File: src/rtl/input_port_feeder_if.sv
`default_nettype none
// ============================================================================
// Module   : input_port_feeder_if
// Purpose  : Producer write bus plus Processor input-port req/ack handshake.
// Revision : 1.0  initial release
// ============================================================================
interface input_port_feeder_if #(
    parameter int WIDTH  = 8,
    parameter int ADDR_W = 3
);
    logic [WIDTH-1:0]  wr_data;
    logic              wr_en;
    logic              full;
    logic              empty;
    logic [ADDR_W:0]   count;
    logic              overflow;
    logic [WIDTH-1:0]  out_data;
    logic              data_ready;
    logic              ack;

    // Host/bench side: writes bytes and plays the Processor's ack.
    modport master (
        output wr_data, wr_en, ack,
        input  full, empty, count, overflow, out_data, data_ready
    );

    modport slave (
        input  wr_data, wr_en, ack,
        output full, empty, count, overflow, out_data, data_ready
    );
endinterface
`default_nettype wire

File: src/rtl/input_port_feeder.sv
`default_nettype none
// ============================================================================
// Module   : input_port_feeder
// Purpose  : Byte FIFO feeding the Processor input port over four-phase req/ack.
// Revision : 1.0  initial release
// ============================================================================
module input_port_feeder #(
    parameter int WIDTH  = 8,
    parameter int DEPTH  = 8,
    parameter int ADDR_W = 3
) (
    input  wire logic        clk,
    input  wire logic        reset,
    input_port_feeder_if.slave bus
);

    localparam logic [ADDR_W:0] c_FULL_COUNT = (ADDR_W + 1)'(DEPTH);

    typedef enum logic [1:0] {
        S_IDLE    = 2'd0,
        S_OFFER   = 2'd1,
        S_RELEASE = 2'd2
    } state_t;

    state_t             r_state;
    logic [WIDTH-1:0]   r_mem [DEPTH];
    logic [ADDR_W-1:0]  r_wrPtr;
    logic [ADDR_W-1:0]  r_rdPtr;
    logic [ADDR_W:0]    r_count;
    logic               r_overflow;
    logic               r_dataReady;
    logic [WIDTH-1:0]   r_outData;

    logic               w_full;
    logic               w_empty;
    logic               w_wrAccept;
    logic               w_pop;

    // full/empty come from the pre-edge count, so a pop cannot make room
    // for a write on the same edge.
    assign w_full     = (r_count == c_FULL_COUNT);
    assign w_empty    = (r_count == '0);
    assign w_wrAccept = bus.wr_en && !w_full;
    assign w_pop      = (r_state == S_OFFER) && bus.ack;

    always_ff @(posedge clk) begin
        if (!reset && w_wrAccept) begin
            r_mem[r_wrPtr] <= bus.wr_data;
        end
    end

    always_ff @(posedge clk) begin
        if (reset) begin
            r_wrPtr     <= '0;
            r_rdPtr     <= '0;
            r_count     <= '0;
            r_overflow  <= 1'b0;
            r_dataReady <= 1'b0;
            r_outData   <= '0;
            r_state     <= S_IDLE;
        end else begin
            if (w_wrAccept) begin
                r_wrPtr <= r_wrPtr + 1'b1;
            end
            if (w_pop) begin
                r_rdPtr <= r_rdPtr + 1'b1;
            end
            if (bus.wr_en && w_full) begin
                r_overflow <= 1'b1;
            end

            case ({w_wrAccept, w_pop})
                2'b10:   r_count <= r_count + 1'b1;
                2'b01:   r_count <= r_count - 1'b1;
                default: r_count <= r_count;
            endcase

            case (r_state)
                S_IDLE: begin
                    // A high ack here is stale; wait for it to drop before offering.
                    if (!w_empty && !bus.ack) begin
                        r_outData   <= r_mem[r_rdPtr];
                        r_dataReady <= 1'b1;
                        r_state     <= S_OFFER;
                    end
                end
                S_OFFER: begin
                    if (bus.ack) begin
                        r_dataReady <= 1'b0;
                        r_state     <= S_RELEASE;
                    end
                end
                S_RELEASE: begin
                    if (!bus.ack) begin
                        r_state <= S_IDLE;
                    end
                end
                default: begin
                    r_dataReady <= 1'b0;
                    r_state     <= S_IDLE;
                end
            endcase
        end
    end

    assign bus.full       = w_full;
    assign bus.empty      = w_empty;
    assign bus.count      = r_count;
    assign bus.overflow   = r_overflow;
    assign bus.out_data   = r_outData;
    assign bus.data_ready = r_dataReady;

endmodule
`default_nettype wire
File: src/flat_wrapper.sv
// flat-port wrapper written by rule: the top's interface ports become plain ports
module input_port_feeder_flat 
#(
    parameter int WIDTH  = 8,
    parameter int DEPTH  = 8,
    parameter int ADDR_W = 3
)
  (clk, reset, bus_wr_data, bus_wr_en, bus_ack, bus_full, bus_empty, bus_count, bus_overflow, bus_out_data, bus_data_ready);
  input_port_feeder_if #(.WIDTH(WIDTH), .ADDR_W(ADDR_W)) bus_i ();
  input  wire logic clk;
  input  wire logic reset;
  input wire logic [$bits(bus_i.wr_data)-1:0] bus_wr_data;
  input wire logic [$bits(bus_i.wr_en)-1:0] bus_wr_en;
  input wire logic [$bits(bus_i.ack)-1:0] bus_ack;
  output wire logic [$bits(bus_i.full)-1:0] bus_full;
  output wire logic [$bits(bus_i.empty)-1:0] bus_empty;
  output wire logic [$bits(bus_i.count)-1:0] bus_count;
  output wire logic [$bits(bus_i.overflow)-1:0] bus_overflow;
  output wire logic [$bits(bus_i.out_data)-1:0] bus_out_data;
  output wire logic [$bits(bus_i.data_ready)-1:0] bus_data_ready;
  assign bus_i.wr_data = bus_wr_data;
  assign bus_i.wr_en = bus_wr_en;
  assign bus_i.ack = bus_ack;
  assign bus_full = bus_i.full;
  assign bus_empty = bus_i.empty;
  assign bus_count = bus_i.count;
  assign bus_overflow = bus_i.overflow;
  assign bus_out_data = bus_i.out_data;
  assign bus_data_ready = bus_i.data_ready;
  input_port_feeder #(.WIDTH(WIDTH), .DEPTH(DEPTH), .ADDR_W(ADDR_W)) u_core (.clk(clk), .reset(reset), .bus(bus_i));
endmodule
File: config.mk
export PLATFORM = sky130hd
export DESIGN_NAME = input_port_feeder_flat
export DESIGN_NICKNAME = d
export VERILOG_FILES = /design/src/rtl/input_port_feeder_if.sv /design/src/rtl/input_port_feeder.sv /design/src/flat_wrapper.sv
export SDC_FILE = /design/constraint.sdc
export NUM_CORES = 1
export LEC_CHECK = 0
export ABC_AREA = 1
export CAP_MARGIN = 5
export CORE_MARGIN = 2
export CORE_UTILIZATION = 55
export DETAILED_ROUTE_END_ITERATION = 16
export PLACE_DENSITY = 0.82
export SYNTH_ARGS = -nofsm -noshare
export SYNTH_HDL_FRONTEND = slang
export SYNTH_SLANG_ARGS = --single-unit
File: constraint.sdc
create_clock -name clk -period 2 [get_ports clk]
set_input_delay 0.3 -clock clk [delete_from_list [all_inputs] [get_ports clk]]
set_output_delay 0.3 -clock clk [all_outputs]
set_load 0.005 [all_outputs]
# After elaboration in Yosys (flattened, before gate mapping)
# Memory sizes are Yosys's and may differ from the RTL's. A register that Yosys moved wholly into a read port is not among the register bits.
# Cells that the tools add are included.
# classes
n_addsub	4
n_mul	0
div	0
magnitude_cmp	0
eq_ne	8
shift	0
mux	10
n_bitwise	1
reduce_logical	15
# op_table
operator	count
4-bit case mux with 2 select lines	1
3-bit by 1-bit adder with 3-bit output (second input constant)	2
2-bit 2-to-1 mux	3
2-bit case mux with 3 select lines	1
3-bit AND reduction	2
1-bit logical AND	5
4-bit by 1-bit adder with 4-bit output (second input constant)	1
2-bit by 1-bit == test with 1-bit output (second input constant)	2
2-bit == test (second input constant)	2
4-bit == test (second input constant)	1
1-bit logical NOT	4
4-bit logical NOT	1
1-bit 2-to-1 mux	4
2-bit != test (second input constant)	2
4-bit by 1-bit subtractor with 4-bit output (second input constant)	1
1-bit case mux with 3 select lines	1
2-bit logical NOT	1
2-bit by 1-bit != test with 1-bit output (second input constant)	1
2-bit AND reduction	1
2-bit nonzero test	1
1-bit inverter	1
# totals
register_bits	14
latchBits	0
ramBits	64
rom_bits	0
output_inout_bits	16
n_memories	1
# mem_list
name	depth	width	rd	rd_clocked_by_memory_dff	write_ports	line_no	rtl
u_core.r_mem	8	8	1	1	1	input_port_feeder.sv:26	logic [WIDTH-1:0] r_mem [DEPTH];

# Longest topological paths before layout
# logic_depth
ltp_word	6
mapped_depth	13

# Worst setup path before layout
# Ideal clock, no wire load.
# synth_path
path_type	register -> register
start	register u_core.r_count[0] (netlist: u_core.bus.count[0])
end	memory u_core.r_mem[0][0] (enable)
setup_ps	383
arrival_ps	1451
setup_slack_ps	166
stages_incl_launch_ff	7
path_buffers	0
period_less_slack_ps	1834
path_cell_list	dfxtp_1 > nor2_2 > nand3_1 > nand2_2 > inv_1 > nand2_1 > nor3_1
# synth_via
elab_chain_cells	6
# synth_lines
item	line_no	rtl
start, declared	input_port_feeder.sv:29	logic [ADDR_W:0] r_count;
start signal, assigned	input_port_feeder.sv:73	2'b10: r_count <= r_count + 1'b1;
start signal, assigned	input_port_feeder.sv:74	2'b01: r_count <= r_count - 1'b1;
start signal, assigned	input_port_feeder.sv:75	default: r_count <= r_count;
4-bit == test	input_port_feeder.sv:41	assign w_full = (r_count == c_FULL_COUNT);
1-bit logical NOT	input_port_feeder.sv:43	assign w_wrAccept = bus.wr_en && !w_full;
1-bit logical AND	input_port_feeder.sv:43	
1-bit logical AND	input_port_feeder.sv:47	if (!reset && w_wrAccept) begin
1-bit 2-to-1 mux	input_port_feeder.sv:47	
1-bit 2-to-1 mux (not written as such)	input_port_feeder.sv:48	r_mem[r_wrPtr] <= bus.wr_data;
end, declared	input_port_feeder.sv:26	
# Every way passes these cells.

# Worst setup path in the final report
# layout_path
start	register u_core.r_count[1] (netlist: u_core.bus.count[1])
end	output port bus_full
# layout_via
elab_chain_cells	1
# layout_lines
item	line_no	rtl
4-bit == test	input_port_feeder.sv:41	
end, declared	flat_wrapper.sv:15	output wire logic [$bits(bus_i.full)-1:0] bus_full;
# Every way passes these cells.

==> results.sh <==
export IMPL_setup_violations=0
export IMPL_placed_area_um2=4210
export IMPL_finalHoldViolations=0
export IMPL_min_path_type="reg -> reg"
export IMPL_use_met1=0.279
export IMPL_grt_remaining_overflow=0
export IMPL_grt_pass1_vias=2565
export IMPL_synth_largest_area_cell="edfxtp_1"
export IMPL_place_ws_ps=-89.7
export IMPL_vdd_drop_max_v=0.000489
export IMPL_cts_buffers_inserted=9
export IMPL_antenna_found_initial=0
export IMPL_die_area_um2=7500
export IMPL_crit_type="reg -> out"
export IMPL_synth_seq_area_share=0.629
export IMPL_clk_latency_ps=360
export IMPL_rsz0062_at_grt="false"
export IMPL_io_pins=28
export IMPL_setup_ws_ps=118
export IMPL_hpwl_um=5180
export IMPL_final_cell_mix="102 x nand2_1, 69 x inv_1, 64 x edfxtp_1"
export IMPL_rr_startpoint="u_core.bus.count[1]$_SDFFE_PP0P_"
export IMPL_port_buffers=27
export IMPL_path_clk_slew_ps=90
export IMPL_grt_max_degree=35
export IMPL_postCtsSetupBuffers=0
export IMPL_placement_rows=30
export IMPL_avgSynthCellArea_um2=9.72
export IMPL_root_buffer="clkbuf_8"
export IMPL_syn2layout_area_growth_pct=17.1
export IMPL_path_max_fanout=6
export IMPL_cts_tree="done"
export IMPL_fin_skew_ps=10.7
export IMPL_cts_htree_levels=3
export IMPL_syn_num_nets=403
export IMPL_postRouteAntennaNets=0
export IMPL_drive_above_1_share=0.111
export IMPL_reg2reg_slack_ps=160
export IMPL_power_density_nw_per_um2=867
export IMPL_grt_use_met2=0.360
export IMPL_die_h_um=86.6
export IMPL_crit_required_ps=1700
export IMPL_fp_coreArea_um2=6680
export IMPL_drv_slew=0
export IMPL_fin_crit_sh=0.941
export IMPL_synth_warnings=0
export IMPL_vias_per_cell=5.23
export IMPL_mostFrequentLayoutCell="nand2_1"
export IMPL_wirelength_um=7700
export IMPL_max_cap_violations=0
export IMPL_drt_iter0_drc=185
export IMPL_dr_pass1_iters=7
export IMPL_grtUsageMet3=0.0476
export IMPL_via_count=2731
export IMPL_num_fill_cells=541
export IMPL_endpoint_kind="output pin"
export IMPL_synth_top_area_share=0.512
export IMPL_grtUsageTotal=0.220
export IMPL_cts_hold_fix_buffers=0
export IMPL_diodes=0
export IMPL_grt_pass1_wl_um=12200
export IMPL_start_kind="register"
export IMPL_tightest_slew_ps=417
export IMPL_gp_congestion=0.827
export IMPL_grt_busiest_layer="met2"
export IMPL_worstSetupStartpoint="u_core.bus.count[1]$_SDFFE_PP0P_"
export IMPL_p_leak_nw=1.90
export IMPL_post_drt_wl_per_cell_um=14.8
export IMPL_netlist_top_cells_area="edfxtp_1 51%, dfxtp_1 12%, nand2_1 10%"
export IMPL_drc=0
export IMPL_start_util=0.562
export IMPL_stdcell_area_um2=4390
export IMPL_cp_arrival_ps=1580
export IMPL_min_from="u_core.bus.overflow$_SDFFE_PP0P_"
export IMPL_stdcell_count=522
export IMPL_ys_ff_latch=86
export IMPL_fmax_ghz=0.531
export IMPL_layout_nets=454
export IMPL_syn_area_um2=3750
export IMPL_fin_crit_ps=1880
export IMPL_ctsResizeCount=0
export IMPL_chipWidth_um=86.6
export IMPL_placed_cells=506
export IMPL_status="complete, no violations"
export IMPL_clock_sinks=86
export IMPL_slew_headroom=0.720
export IMPL_clockBufferDepth=2
export IMPL_fin_setup_tns_ps=0
export IMPL_syn_inst=386
export IMPL_synth_distinct_cells=25
area by class of cell:
type / instances / area [um2] / share of cell area
sequential: 86 / 2360 / 0.538
inverter: 73 / 282 / 0.0641
tap: 80 / 100 / 0.0228
multi-input combinational: 215 / 1020 / 0.231
clock buffer: 11 / 141 / 0.0322
clock inverter: 5 / 33.8 / 0.00769
timing repair buffer: 52 / 458 / 0.104
layer usage:
metal,part of all wire,up-vias
met1,0.43,1269
met3,0.051,20
met2,0.49,93
li1,-,1349
met5,0,-
met4,0.022,0
final timing paths:
| path | end | cells past startpoint |
|---|---|---|
| worst max-delay path | bus_full | 4 |
| worst min-delay path | u_core.bus.overflow$_SDFFE_PP0P_ | 2 |
| worst max register to register | u_core.bus.count[2]$_SDFFE_PP0P_ | 12 |
| worst min register to register | u_core.bus.overflow$_SDFFE_PP0P_ | 2 |
registers in the layout, summed over array words and instances (netlist names):
| register | count |
|---|---|
| u_core.bus.count | 4 |
| u_core.bus.data_ready | 1 |
| u_core.bus.out_data | 8 |
| u_core.bus.overflow | 1 |
| u_core.r_mem | 64 |
| u_core.r_rdPtr | 3 |
| u_core.r_state | 2 |
| u_core.r_wrPtr | 3 |
cell usage after synthesis:
master	number
nor2_1	9
o21ai_0	10
buf_6	6
inv_1	69
xor2_1	1
buf_4	1
clkinv_1	1
nor3_1	4
nand2_2	1
and3_1	1
nand3_4	1
o211ai_1	1
xnor2_1	2
dfxtp_1	22
nand2_1	102
nand3_1	56
clkbuf_1	1
nor2_2	2
buf_2	4
a21oi_1	19
nand3_2	1
clkinv_2	2
edfxtp_1	64
ha_1	5
inv_6	1
worst max-delay path: stages (launching register included):
cell             delay [ps]
dfxtp_1                 380
nor2_2                  130
nand3_1                 120
inv_1                    90
clkdlybuf4s50_1         500
power by group:
part           leakage, nW  internal (W)  switching (W)
combinational         1.05      0.000287       0.000357
clock               0.0874      0.000486       0.000613
sequential           0.758       0.00200      0.0000616
total                 1.90       0.00278        0.00103
kinds of logic after synthesis:
logic type | Yosys count | synth area share
compound gates | 30 | 0.0407
xor+xnor | 3 | 0.00700
fa+ha+maj | 5 | 0.0167
buf+inv | 85 | 0.101
flops | 86 | 0.629
simple gates | 177 | 0.205
per-stage QoR:
step	power [W]	hold slack (ps)	utilization
final	0.00381	457	0.658
after global routing	0.00398	465	0.658
after CTS	0.00383	456	0.657
after detailed placement	0.00275	443	0.631
after global placement	0.00272	437	0.631
after floorplan	0.00247	369	-
Note: power is estimated with default switching activity, not from simulation.
